## config.mk

```make
export PLATFORM = sky130hd
export DESIGN_NAME = bird_wall_collide
export DESIGN_NICKNAME = d
export VERILOG_FILES = /design/src/rtl/bird_wall_collide.sv
export SDC_FILE = /design/constraint.sdc
export NUM_CORES = 1
export LEC_CHECK = 0
export CORE_MARGIN = 4
export CORE_UTILIZATION = 60
export CTS_CLUSTER_SIZE = 40
export DETAILED_ROUTE_END_ITERATION = 7
export PLACE_DENSITY = 0.91
export SETUP_SLACK_MARGIN = 0.3
export SLEW_MARGIN = 25
export SYNTH_ARGS = -nofsm -noshare
export SYNTH_HDL_FRONTEND = slang
export SYNTH_SLANG_ARGS = --single-unit
```

## constraint.sdc

```tcl
create_clock -name clk -period 4.05 [get_ports clk]
set_input_delay 0.81 -clock clk [delete_from_list [all_inputs] [get_ports clk]]
set_output_delay 0.81 -clock clk [all_outputs]
set_load 0.02 [all_outputs]
```

## src/rtl/bird_wall_collide.sv

```systemverilog
// rtl/bird_wall_collide.sv - frame tick, bird/wall/floor collision check, BCD score and IDLE/RUN/HIT game FSM
// Optional macro NO_WALL_COLLIDE_EN: only the floor can cause a hit.
module bird_wall_collide #(
  parameter int TICK_DIV  = 833333,
  parameter int BIRD_X    = 20,
  parameter int BIRD_SIZE = 4,
  parameter int WALL_W    = 8,
  parameter int GAP_H     = 40,
  parameter int FLOOR_Y   = 116
) (
  input  logic       clk,
  input  logic       reset,
  input  logic       go,
  input  logic [6:0] bird_y,
  input  logic [7:0] wall_x,
  input  logic [6:0] gap_y,
  output logic       flag,
  output logic       collision,
  output logic       playing,
  output logic [7:0] score
);

  localparam int CW = (TICK_DIV > 1) ? $clog2(TICK_DIV) : 1;

  localparam logic [8:0] BX_LO   = 9'(BIRD_X);
  localparam logic [8:0] BX_HI   = 9'(BIRD_X + BIRD_SIZE - 1);
  localparam logic [8:0] FLOOR   = 9'(FLOOR_Y);

  typedef enum logic [1:0] {IDLE, RUN, HIT} state_t;
  state_t state, state_nxt;

  logic [CW-1:0] cnt;
  logic          wrap;
  logic [6:0]    snap_bird_y;
  logic [7:0]    snap_wall_x;
  logic [6:0]    snap_gap_y;
  logic          snap_valid;
  logic          hit_r, pass_r, eval_valid, passed;

  logic [8:0] wall_l, wall_r, bird_t, bird_b, gap_t, gap_b;
  logic       hov, outside_gap, floor_hit, wall_hit, hit, pass;

  assign wrap = (cnt == CW'(TICK_DIV - 1));

  always_ff @(posedge clk) begin
    if (reset) begin
      cnt  <= '0;
      flag <= 1'b0;
    end else begin
      cnt  <= wrap ? '0 : cnt + CW'(1);
      flag <= wrap;
    end
  end

  // Snapshot is loaded on the edge that raises flag, so it is valid during the flag cycle.
  always_ff @(posedge clk) begin
    if (reset) begin
      snap_bird_y <= '0;
      snap_wall_x <= '0;
      snap_gap_y  <= '0;
      snap_valid  <= 1'b0;
    end else begin
      snap_valid <= wrap && (state == RUN);
      if (wrap && (state == RUN)) begin
        snap_bird_y <= bird_y;
        snap_wall_x <= wall_x;
        snap_gap_y  <= gap_y;
      end
    end
  end

  always_comb begin
    wall_l      = {1'b0, snap_wall_x};
    wall_r      = {1'b0, snap_wall_x} + 9'(WALL_W - 1);
    bird_t      = {2'b00, snap_bird_y};
    bird_b      = {2'b00, snap_bird_y} + 9'(BIRD_SIZE - 1);
    gap_t       = {2'b00, snap_gap_y};
    gap_b       = {2'b00, snap_gap_y} + 9'(GAP_H - 1);
    hov         = (wall_l <= BX_HI) && (wall_r >= BX_LO);
    outside_gap = (bird_t < gap_t) || (bird_b > gap_b);
    floor_hit   = (bird_b >= FLOOR);
    pass        = (wall_r < BX_LO) && !passed;
  end

`ifdef NO_WALL_COLLIDE_EN
  assign wall_hit = 1'b0 & hov & outside_gap;
`else
  assign wall_hit = hov & outside_gap;
`endif

  assign hit = wall_hit | floor_hit;

  always_ff @(posedge clk) begin
    if (reset) begin
      hit_r      <= 1'b0;
      pass_r     <= 1'b0;
      eval_valid <= 1'b0;
      passed     <= 1'b1;
    end else begin
      eval_valid <= snap_valid;
      if (snap_valid) begin
        hit_r  <= hit;
        pass_r <= pass;
        // A wall at or right of the bird re-arms scoring for the next crossing.
        if (pass)
          passed <= 1'b1;
        else if (wall_l >= BX_LO)
          passed <= 1'b0;
      end
    end
  end

  function automatic logic [7:0] bcd_inc(input logic [7:0] s);
    if (s == 8'h99)
      return s;
    else if (s[3:0] == 4'd9)
      return {s[7:4] + 4'd1, 4'd0};
    else
      return {s[7:4], s[3:0] + 4'd1};
  endfunction

  always_ff @(posedge clk) begin
    if (reset) begin
      collision <= 1'b0;
      score     <= 8'h00;
    end else if (eval_valid && (state == RUN)) begin
      if (hit_r)
        collision <= 1'b1;
      else if (pass_r)
        score <= bcd_inc(score);
    end
  end

  always_ff @(posedge clk) begin
    if (reset)
      state <= IDLE;
    else
      state <= state_nxt;
  end

  always_comb begin
    state_nxt = state;
    case (state)
      IDLE:    if (!go) state_nxt = RUN;
      RUN:     if (eval_valid && hit_r) state_nxt = HIT;
      HIT:     state_nxt = HIT;
      default: state_nxt = IDLE;
    endcase
  end

  always_comb begin
    playing = (state == RUN);
  end

endmodule

```

==> flow_summary.ini <==
[global_route]
grt_pass1_wl_um = 11290
antenna_found_initial = 0
grt_max_degree = 41
grt_pass1_vias = 2583
grt_overflow_total = 0
grt_usage_pct = 22.07

[worst_setup_path]
endpoint_kind = output port
critPathRequiredTime_ns = 3.24
crit_buf_inv = 2
critPathTopFamily = buffers and inverters
cp.arrival_ns = 1.69
slowest_stage = clkdlybuf4s50_1
crit_path_max_fanout = 7
cpPeakStageDelay_ns = 0.65
cp-start-kind = register
worstPathCellList = inv_1 -> ha_1 -> clkdlybuf4s50_1
setup.worst_path.class = register to output port

[synthesis]
synth_fa_ha_area_share_pct = 9.441
syn_area_sq_mm = 0.003181
ys_top_cells_by_area = dfxtp_1 (37%), ha_1 (9.4%), a21oi_2 (5.5%)
synth_seq_cells = 59
synthMuxAreaShare_pct = 1.259
syn_avg_cell_area_sq_um = 8.835
netlist_instances = 360
synth_top_family_by_area = simple AND/OR/NAND/NOR gates
async_flop_share_pct = 0
yosys.area.top_type = dfxtp_1
yosysMostFrequentCell = dfxtp_1
synthDistinctLibCells = 44
netlist_top_cells_count = dfxtp_1 (59), nand2_1 (41), nor2_1 (40), ha_1 (24)
ys_seq_area_share_pct = 37.14
synth_compound_area_share_pct = 11.37
ys_warn_count = 0
synth_top_area_share_pct = 37.14
synth_simple_gate_area_share_pct = 25.73
ys.flop_type = dfxtp_1
syn_nets = 409
synth_xor_area_share_pct = 9.087
synth_edf_count = 0

[cts]
clk_path_buf_depth = 2
ctsHoldBuffers = 0
path_clk_slew_ns = 0.07
clock_latency_ns = 0.34
cts_resized = 0
cts.sinks = 59
cts-buffers-inserted = 9
cts_max_level = 3
clk_root_buffer_cell = clkbuf_8
post_cts_buffers = 0
cts_tree = done

[die]
dieArea_sq_mm = 0.006529
fp.dieH_um = 80.81
die_w_um = 80.81
num_io_pins = 36
start_util_pct = 62.27
core_sq_mm = 0.005107
row_count = 26

[finish]
fill_cells = 379
nets = 446
syn2layout_area_growth_pct = 17.11
antenna_cells = 0
drive_gt1_share_pct = 14.93
final_cells = 472

[place]
place_ws_ns = 1.693
port_buffers = 35
place_inst = 456
dp.final_hpwl_um = 4657
gp_congestion = 0.9111

[sta]
hold_viol_final = 0
fin_tns_setup_ns = 0
worst_pin_slew_ns = 0.8531
final.setup.worst_slack_ns = 1.553
finalSetupViolCount = 0
clock_skew_ns = 0.006135
grt_setup_unrepaired = no
post-route-period-util_pct = 61.67
slew_viol_final = 0
maxSlewHeadroom_pct = 42.97
period_minus_slack_ns = 2.497
max_freq_mhz = 400.4

[drt]
viasPerCell = 5.383
routed_wl_um = 6474
wl_per_cell_um = 13.72
drtIter0Drc = 133
vias = 2541
drc = 0
first_pass_iters = 4
drtAntennaViolNets = 0

[pwr]
irDropWorstVdd_uv = 314.5
p_per_area_mw_per_mm2 = 356.0
leakagePower_uw = 0.001330

[run]
drv_cap = 0

[run_status]
status = completed

[worst_hold_path]
worstHoldPathType = register to register
## state kept, by name, indices dropped and copies added (netlist names)
register     flops
snap_valid       1
snap_wall_x      8
snap_bird_y      7
passed           1
pass_r           1
snap_gap_y       7
collision        1
state            2
eval_valid       1
hit_r            1
score            8
cnt             20
flag             1
## through the flow
stage,hold WS (ns),util (%),area (sq um),total power [uW]
2_1_floorplan,0.4395,-,3181,692.0
3_3_place_gp,0.4484,68.64,3506,732.8
3_5_place_dp,0.4538,68.64,3506,745.3
4_1_cts,0.4652,72.93,3725,1337
5_1_grt,0.4855,72.93,3725,1382
6_report,0.4626,72.93,3725,1326
## kinds of logic (layout without fill, tap and decap cells)
logic type,Yosys count,in the layout
simple gates,160,160
buf+inv,30,72
flops,59,59
fa+ha+maj,24,24
compound gates,50,50
xor+xnor,33,33
mux,4,4
## power by group
part	internal, uW	total [uW]	switching [uW]
Clock	364	593	230
Combinational	64.6	132	67.0
Sequential	592	601	8.94
Total	1020	1330	306
## cells in the final DEF (no fill, tap or decap), drive strengths merged, types with 2 or more instances in the layout
cell type,netlist,layout
xnor2,18,18
nand3,15,15
nand2b,3,3
a31oi,2,2
dfxtp,59,59
inv,20,20
nor3,10,10
mux2i,4,4
nand4,7,7
nor4b,2,2
buf,9,2
o211ai,2,2
nand3b,2,2
clkdlybuf4s50,0,34
a21oi,33,33
clkinv,0,2
nand2,61,61
bufinv,0,2
or4b,3,3
and3,5,5
o21ai,5,5
nor2,40,40
clkbuf,0,12
xor2,15,15
ha,24,24
nor2b,6,6
## path summary, 6_finish.rpt
check | start | to | slack (ns) | cells past startpoint
hold reg to reg | snap_wall_x[6] | snap_wall_x[6] | 0.46 | 2
setup reg to reg | snap_bird_y[0] | hit_r | 1.65 | 11
hold / removal | snap_wall_x[6] | snap_wall_x[6] | 0.46 | 2
setup / recovery | state[1] | playing | 1.55 | 3
## per-layer routing
layer	vias to the layer above	wire length, um	global-route usage, %
li1	1292	-	-
met1	1182	2832	25.31
met2	49	3228	37.77
met3	18	281	7.428
met4	0	132	8.615
met5	-	0	0
## worst register-to-register path: cells and delay by family, from the launching register on
family          cells  cell delay [ns]
simple gates        5             0.82
xor+xnor            1             0.15
buf+inv             1             0.11
fa+ha+maj           2             0.59
compound gates      2             0.17
flops               1             0.42
## final cells by class
class	instances	area (sq um)	area share (%)
clock buffers	12	145.1	3.897
repair buffers	36	352.8	9.473
well taps	70	87.58	2.351
inverters	20	75.07	2.015
multi-input cells	271	1809	48.57
flip-flops and latches	59	1181	31.71
clock inverters	4	73.82	1.982
Note: power is estimated with default switching activity, not from simulation.
